### src/rtl/fetch_unit.sv
// IF stage: owns PC, fetches over imem req/valid, feeds IF/ID.
// Ports: clk, reset, StallF, PCSrcD, PCBranchD, imem_*, PC_F,
// PC_Plus4_F, Instr_F, FetchValid_F, FetchBusy_F.
// Build option: FETCH_BUF_EN adds a 1-entry hold buffer (HOLD state).
module fetch_unit #(
  parameter logic [31:0] RESET_PC  = 32'h0000_0000,
  parameter logic [31:0] NOP_INSTR = 32'h0000_0000
) (
  input  logic        clk,
  input  logic        reset,
  input  logic        StallF,
  input  logic        PCSrcD,
  input  logic [31:0] PCBranchD,
  output logic        imem_req,
  output logic [31:0] imem_addr,
  input  logic        imem_valid,
  input  logic [31:0] imem_rdata,
  output logic [31:0] PC_F,
  output logic [31:0] PC_Plus4_F,
  output logic [31:0] Instr_F,
  output logic        FetchValid_F,
  output logic        FetchBusy_F
);

`ifdef FETCH_BUF_EN
  typedef enum logic [1:0] {
    FETCH = 2'd0,
    DRAIN = 2'd1,
    HOLD  = 2'd2
  } state_t;
`else
  typedef enum logic [1:0] {
    FETCH = 2'd0,
    DRAIN = 2'd1
  } state_t;
`endif

  state_t      state;
  logic [31:0] pc;
  logic [31:0] pc_plus4;
  logic        pend;
  logic        hold;
`ifdef FETCH_BUF_EN
  logic [31:0] buf_q;
`endif

  assign pc_plus4 = pc + 32'd4;

  // A request is open in every FETCH cycle (req is high) and in DRAIN.
  assign pend = (state == FETCH) || (state == DRAIN);

`ifdef FETCH_BUF_EN
  assign hold = (state == HOLD);
`else
  assign hold = 1'b0;
`endif

  always_ff @(posedge clk) begin
    if (reset) begin
      pc    <= RESET_PC;
      // An unanswered request still gets a reply; swallow it in DRAIN.
      state <= (pend && !imem_valid) ? DRAIN : FETCH;
    end else if (PCSrcD) begin
      pc    <= PCBranchD & ~32'd3;
      state <= (pend && !imem_valid) ? DRAIN : FETCH;
    end else begin
      case (state)
        FETCH: begin
          if (imem_valid) begin
            if (!StallF) begin
              pc <= pc_plus4;
            end
`ifdef FETCH_BUF_EN
            else begin
              buf_q <= imem_rdata;
              state <= HOLD;
            end
`endif
          end
        end
        DRAIN: begin
          if (imem_valid) state <= FETCH;
        end
`ifdef FETCH_BUF_EN
        HOLD: begin
          if (!StallF) begin
            pc    <= pc_plus4;
            state <= FETCH;
          end
        end
`endif
        default: state <= FETCH;
      endcase
    end
  end

  assign imem_req   = (state == FETCH);
  assign imem_addr  = pc;
  assign PC_F       = pc;
  assign PC_Plus4_F = pc_plus4;

  assign FetchValid_F = !reset &&
    (((state == FETCH) && imem_valid) || hold);

  assign FetchBusy_F = !reset && pend && !imem_valid;

`ifdef FETCH_BUF_EN
  assign Instr_F = !FetchValid_F ? NOP_INSTR :
                   hold ? buf_q : imem_rdata;
`else
  assign Instr_F = FetchValid_F ? imem_rdata : NOP_INSTR;
`endif

endmodule
### config.mk
export PLATFORM = sky130hd
export DESIGN_NAME = fetch_unit
export DESIGN_NICKNAME = d
export VERILOG_FILES = /design/src/rtl/fetch_unit.sv
export SDC_FILE = /design/constraint.sdc
export NUM_CORES = 1
export LEC_CHECK = 0
export BUFFER_PORTS_ARGS = -buffer_cell sky130_fd_sc_hd__buf_2
export CAP_MARGIN = 10
export CORE_MARGIN = 3
export CORE_UTILIZATION = 45
export CTS_CLUSTER_DIAMETER = 120
export DETAILED_ROUTE_END_ITERATION = 10
export PLACE_DENSITY = 0.95
export SLEW_MARGIN = 20
export SYNTH_ARGS = -nofsm -noshare
export SYNTH_HDL_FRONTEND = slang
export SYNTH_SLANG_ARGS = --single-unit
### constraint.sdc
create_clock -name clk -period 5.26 [get_ports clk]
set_input_delay 0.526 -clock clk [delete_from_list [all_inputs] [get_ports clk]]
set_output_delay 0.526 -clock clk [all_outputs]
set_load 0.1 [all_outputs]
==> flow_metrics.py, run 1 <==
metrics = {
    "cts": {
        "cts_resized": 0,
        "path_clk_slew_ps": 60,
        "root_buffer": "clkbuf_8",
        "numCtsBuffers": 5,
        "clock-sinks": 31,
        "hold_buffers": 0,
        "clk_path_buf_depth": 2,
        "cts_tree": "built",
        "cts_setup_buffers": 0,
        "worstSkewPairLatency_ps": 280,
        "htreeDepth": 2,
    },
    "global_route": {
        "overflow": 0,
        "antenna_found_initial": 1,
        "grt_pass1_vias": 2946,
        "grt_max_degree": 35,
        "grt_usage_pct": 24.8,
        "grt_pass1_wl_um": 14700,
    },
    "detailed_routing": {
        "drt_iter0_drc": 221,
        "wl_um": 9350,
        "dr.pass1.iters": 4,
        "drc": 0,
        "post_drt_wl_per_cell_um": 16.0,
        "ant_nets": 0,
        "vias": 3253,
        "routed_via_density": 5.57,
    },
    "worst_hold_path": {
        "worst_hold_path_type": "primary input to flip-flop",
    },
    "final_layout": {
        "area_growth_pct": 28.8,
        "fin_nets": 581,
        "final_cell_mix": "191 x buf_2, 39 x nor2_1, 34 x and2_1",
        "final_common_cell": "buf_2",
        "fill_cells": 526,
        "multiInputGateArea_um2": 1720,
        "seq_area_um2": 631,
        "drive_above_1_share_pct": 40.5,
    },
    "sta": {
        "worst_pin_slew_ps": 1030,
        "rsz0062_at_grt": "no",
        "clock_skew_ps": 7.72,
        "period_share_pct": 69.1,
        "setup_viol": 0,
        "min_period_ps": 3630,
        "final_hold_viol_count": 0,
        "tns_ps": 0,
        "drv_slew": 0,
        "fmax_mhz": 275,
        "hold_ws_ps": 499,
        "slew-limit-headroom_pct": 30.9,
    },
    "placed_design": {
        "place.gp.congestion": 0.836,
        "port_buffers": 191,
        "dp_hpwl_um": 7120,
    },
    "logic_synthesis": {
        "synth_top_cell_area_share_pct": 21.9,
        "yosys.cell_types.count": 42,
        "netlist_area_um2": 2750,
        "netlist_instances": 372,
        "synth.area.top_cells": "dfxtp_1 22%, buf_4 9.8%, and2_1 7.7%",
        "ys_async_sr_fraction_pct": 0,
        "postSynthAreaPerCell_um2": 7.39,
        "synth_top_area_cell": "dfxtp_1",
        "synth_seq_cells": 31,
        "yosysSeqAreaShare_pct": 23.0,
        "synth_edf_count": 1,
        "synth_ff_type": "dfxtp_1",
        "yosys_warnings": 0,
    },
    "pwr": {
        "pwr-share-seq_pct": 26.6,
        "switching_share_pct": 59.2,
        "internal_power_mw": 0.442,
        "netSwitchingPower_mw": 0.641,
        "clock_power_share_pct": 18.1,
        "design_power_total_mw": 1.08,
        "p_leak_nw": 1.71,
        "peakVddDrop_uv": 166,
        "powerDensity_nw_per_um2": 306,
        "combPwrFrac_pct": 55.2,
    },
    "setup_path": {
        "cpPeakStageDelay_ps": 930,
        "cp_slowest_cell": "nor4_1",
        "crit_end": "PC_Plus4_F[30]",
        "reg2reg_slack_ps": 2550,
        "cp_data_required_time_ps": 4730,
        "start_kind": "flip-flop",
        "crit_cells": 6,
        "worst_r2r_startpoint": "state[0]",
        "crit_fanout": 11,
        "crit_chain": "ha_1 -> nand3_1 -> nor4_1 -> nand4_1 -> xnor2_1 -> buf_2",
        "critical_path.top_delay_family": "simple AND/OR/NAND/NOR gates",
        "cp.arrival_ps": 3110,
        "cp_num_buf_inv": 1,
        "critPathKind": "flip-flop to output pin",
        "r2r_end": "PC_F[16]",
        "end_kind": "output pin",
        "crit_path_start": "PC_F[2]",
        "ff2ff_path_depth": 4,
    },
    "run_status": {
        "status": "finished clean",
    },
    "die": {
        "dieWidth_um": 84.1,
        "core-area_um2": 5710,
        "die_h_um": 84.1,
        "io_pins": 200,
        "start_util_pct": 48.1,
        "die_area_um2": 7080,
        "row_count": 27,
    },
    "flow_run": {
        "cap_violations": 0,
    },
}
==> power groups by stage <==
stage          clock network, mW  logic (mW)  registers [mW]
5_1_grt                    0.211       0.615           0.292
4_1_cts                    0.200       0.599           0.287
2_1_floorplan                  0       0.427           0.394
3_3_place_gp                   0       0.595           0.290
6_report                   0.196       0.598           0.288
3_5_place_dp                   0       0.598           0.292
==> worst min-delay path, delay by kind of cell <==
| kind | cells | cell delay (ps) |
|---|---|---|
| buffers and inverters | 1 | 90 |
| AND/OR/NAND/NOR | 1 | 60 |
| AO/OA/AOI/OAI | 1 | 50 |
==> state kept, by name, summed over array words and instances (netlist names) <==
name,count
state,1
PC_F,30
==> cells by family after synthesis <==
family	count (synthesis)	synth area share, %
buffers and inverters	75	15.4
flip-flops	31	23.0
AND/OR/NAND/NOR	176	35.1
XOR/XNOR	36	11.5
AO/OA/AOI/OAI	52	14.5
adder cells (fa/ha/maj)	1	0.455
other	1	0.136
==> worst min path at each step <==
stage	depth (start not counted)	startpoint	slack, ps	endpoint
after floorplan	2	state[0]	620	state[0]
after global placement	2	PC_F[3]	550	PC_F[3]
after detailed placement	2	PC_F[3]	570	PC_F[3]
after global routing	3	PCBranchD[2]	500	PC_F[2]
after CTS	3	PCBranchD[2]	490	PC_F[2]
final	3	PCBranchD[2]	500	PC_F[2]
==> per-layer routing <==
metal | track usage, % | up-vias | part of all wire, %
met3 | 5.30 | 12 | 9.8
met2 | 42.3 | 173 | 50
met5 | 0 | - | 0
li1 | - | 1568 | -
met1 | 31.3 | 1500 | 39
met4 | 7.75 | 0 | 1.8
==> metrics by stage <==
stage / cell area (um2) / utilization (%) / std cells / setup WS [ps]
after floorplan: 2770 / - / 377 / 409
after global placement: 3440 / 60.3 / 576 / 2070
after detailed placement: 3440 / 60.3 / 576 / 2020
after CTS: 3530 / 61.8 / 583 / 1690
after global routing: 3540 / 62.0 / 584 / 1320
final: 3540 / 62.0 / 584 / 1630
==> area by class of cell <==
cell class,instances,area share [%]
multi-input cells,271,48.7
repair buffers,193,27.4
clock buffers,6,2.33
inverters,9,0.955
well taps,72,2.55
diodes,1,0.0707
clock inverters,1,0.141
flip-flops and latches,31,17.8
==> cell usage after synthesis, types with 8 or more instances <==
library cell / n
a211oi_1: 8
xor2_1: 18
xnor2_1: 18
or3_1: 9
or4_1: 14
nand3_1: 10
clkbuf_1: 22
buf_4: 36
nor2_1: 39
a311oi_1: 18
inv_1: 8
nand4_1: 14
nand2_1: 26
dfxtp_1: 30
and2_1: 34
nor3_1: 12
Note: power is estimated with default switching activity, not from simulation.
==> run 2, diff against run 1 <==
CORE_UTILIZATION = 42   (was 45)
PLACE_DENSITY = 0.91   (was 0.95)
clock period = 3.5 ns   (was 5.26 ns; I/O delays follow)
==> run 2 against run 1 <==
Largest cell class unchanged; wire length grew 7.9%; sequential share of layout area shrank 1.1 points; utilization grew 1.0 points; die area grew 6.6%; hold slack lost 170 ps; final cell count grew 2.1%.
==> flow_metrics.py, run 2 (synthesis gave the netlist of run 1 again) <==
metrics = {
    "run_status": {
        "status": "finished clean",
    },
    "detailed_routing": {
        "drc": 0,
        "wl_um": 10100,
        "post_drt_wl_per_cell_um": 16.9,
        "dr.pass1.iters": 5,
        "drt_iter0_drc": 192,
        "ant_nets": 0,
        "routed_via_density": 5.59,
        "vias": 3332,
    },
    "setup_path": {
        "crit_fanout": 11,
        "cp_data_required_time_ps": 3150,
        "start_kind": "flip-flop",
        "end_kind": "output pin",
        "cp_num_buf_inv": 1,
        "critical_path.top_delay_family": "simple AND/OR/NAND/NOR gates",
        "crit_path_start": "PC_F[19]",
        "crit_chain": "nand2_1 -> or3_1 -> or4_1 -> xnor2_4 -> buf_2",
        "critPathKind": "flip-flop to output pin",
        "worst_r2r_startpoint": "PC_F[12]",
        "cpPeakStageDelay_ps": 640,
        "cp_slowest_cell": "or4_1",
        "cp.arrival_ps": 2840,
    },
    "final_layout": {
        "fin_nets": 590,
        "largest_register_ffs": 30,
        "final_area_um2": 3860,
        "fill_cells": 557,
        "final_common_cell": "buf_2",
        "final_cell_mix": "191 x buf_2, 39 x nor2_1, 34 x and2_1",
        "drive_above_1_share_pct": 47.6,
        "area_growth_pct": 40.6,
        "seq_area_um2": 646,
        "multiInputGateArea_um2": 1940,
        "diodes": 0,
    },
    "worst_hold_path": {
        "worst_hold_path_type": "primary input to flip-flop",
        "hold_start": "PCBranchD[22]",
    },
    "pwr": {
        "p_leak_nw": 1.84,
        "powerDensity_nw_per_um2": 442,
        "peakVddDrop_uv": 347,
        "design_power_total_mw": 1.71,
    },
    "sta": {
        "tns_ps": 0,
        "fmax_mhz": 313,
        "hold_ws_ps": 326,
        "period_share_pct": 91.2,
        "min_period_ps": 3190,
        "clock_skew_ps": 8.28,
        "setup_viol": 0,
        "drv_slew": 0,
        "rsz0062_at_grt": "no",
        "worst_pin_slew_ps": 723,
        "final_hold_viol_count": 0,
        "slew-limit-headroom_pct": 51.3,
    },
    "placed_design": {
        "placed_cell_area_um2": 3750,
        "place.gp.congestion": 0.872,
        "port_buffers": 191,
        "dp_hpwl_um": 7760,
    },
    "die": {
        "start_util_pct": 44.8,
        "io_pins": 200,
        "die_area_um2": 7550,
        "die_h_um": 86.9,
        "row_count": 28,
        "dieWidth_um": 86.9,
        "core-area_um2": 6130,
    },
    "cts": {
        "root_buffer": "clkbuf_8",
        "cts_setup_buffers": 0,
        "cts_resized": 0,
        "hold_buffers": 0,
        "worstSkewPairLatency_ps": 280,
        "path_clk_slew_ps": 80,
        "numCtsBuffers": 5,
        "clk_path_buf_depth": 2,
        "cts_tree": "built",
        "clock-sinks": 31,
        "htreeDepth": 2,
    },
    "global_route": {
        "grt_max_degree": 50,
        "antenna_found_initial": 0,
        "grt_pass1_wl_um": 15500,
        "grt_pass1_vias": 3120,
        "grt_usage_pct": 25.8,
        "overflow": 0,
    },
    "flow_run": {
        "cap_violations": 0,
    },
}
## run 2: area by class of cell
type / instances / share of cell area [%]
sequential: 31 / 16.7
clock buffer: 7 / 2.79
tap: 75 / 2.43
clock inverter: 1 / 0.130
inverter: 9 / 0.875
multi-input combinational: 271 / 50.2
timing repair buffer: 202 / 26.9
## run 2: worst min-delay path, delay by kind of cell
kind / cells / cell delay, ps
buffers and inverters: 1 / 90
AND/OR/NAND/NOR: 1 / 70
AO/OA/AOI/OAI: 1 / 50
## run 2: metal layers
layer | track usage (%) | vias to the layer above | wire length, um
met5 | 0 | - | 0
met4 | 7.08 | 0 | 146
met3 | 6.72 | 19 | 1070
met2 | 44.7 | 197 | 5070
met1 | 31.6 | 1546 | 3810
li1 | - | 1570 | -
## run 2: worst paths after layout
path                                        to  slack [ps]  depth (start not counted)
worst max-delay path            PC_Plus4_F[26]         310                          5
worst min-delay path                  PC_F[22]         330                          3
worst max register to register        PC_F[27]        1000                          5
worst min register to register         PC_F[3]         550                          2
## run 2: report_power, final
group	switching (mW)	internal [mW]	total (mW)	leakage [nW]
Combinational	0.776	0.142	0.918	1.52
Clock	0.146	0.202	0.347	0.0594
Sequential	0.0600	0.382	0.442	0.264
## run 2: metrics by stage
| stage | setup WS, ps | instances | util [%] |
|---|---|---|---|
| final | 309 | 596 | 63.0 |
| after floorplan | -2.75 | 377 | - |
| after detailed placement | 620 | 588 | 61.2 |
| after global routing | 164 | 596 | 63.0 |
| after CTS | 306 | 596 | 63.0 |
| after global placement | 674 | 588 | 61.2 |
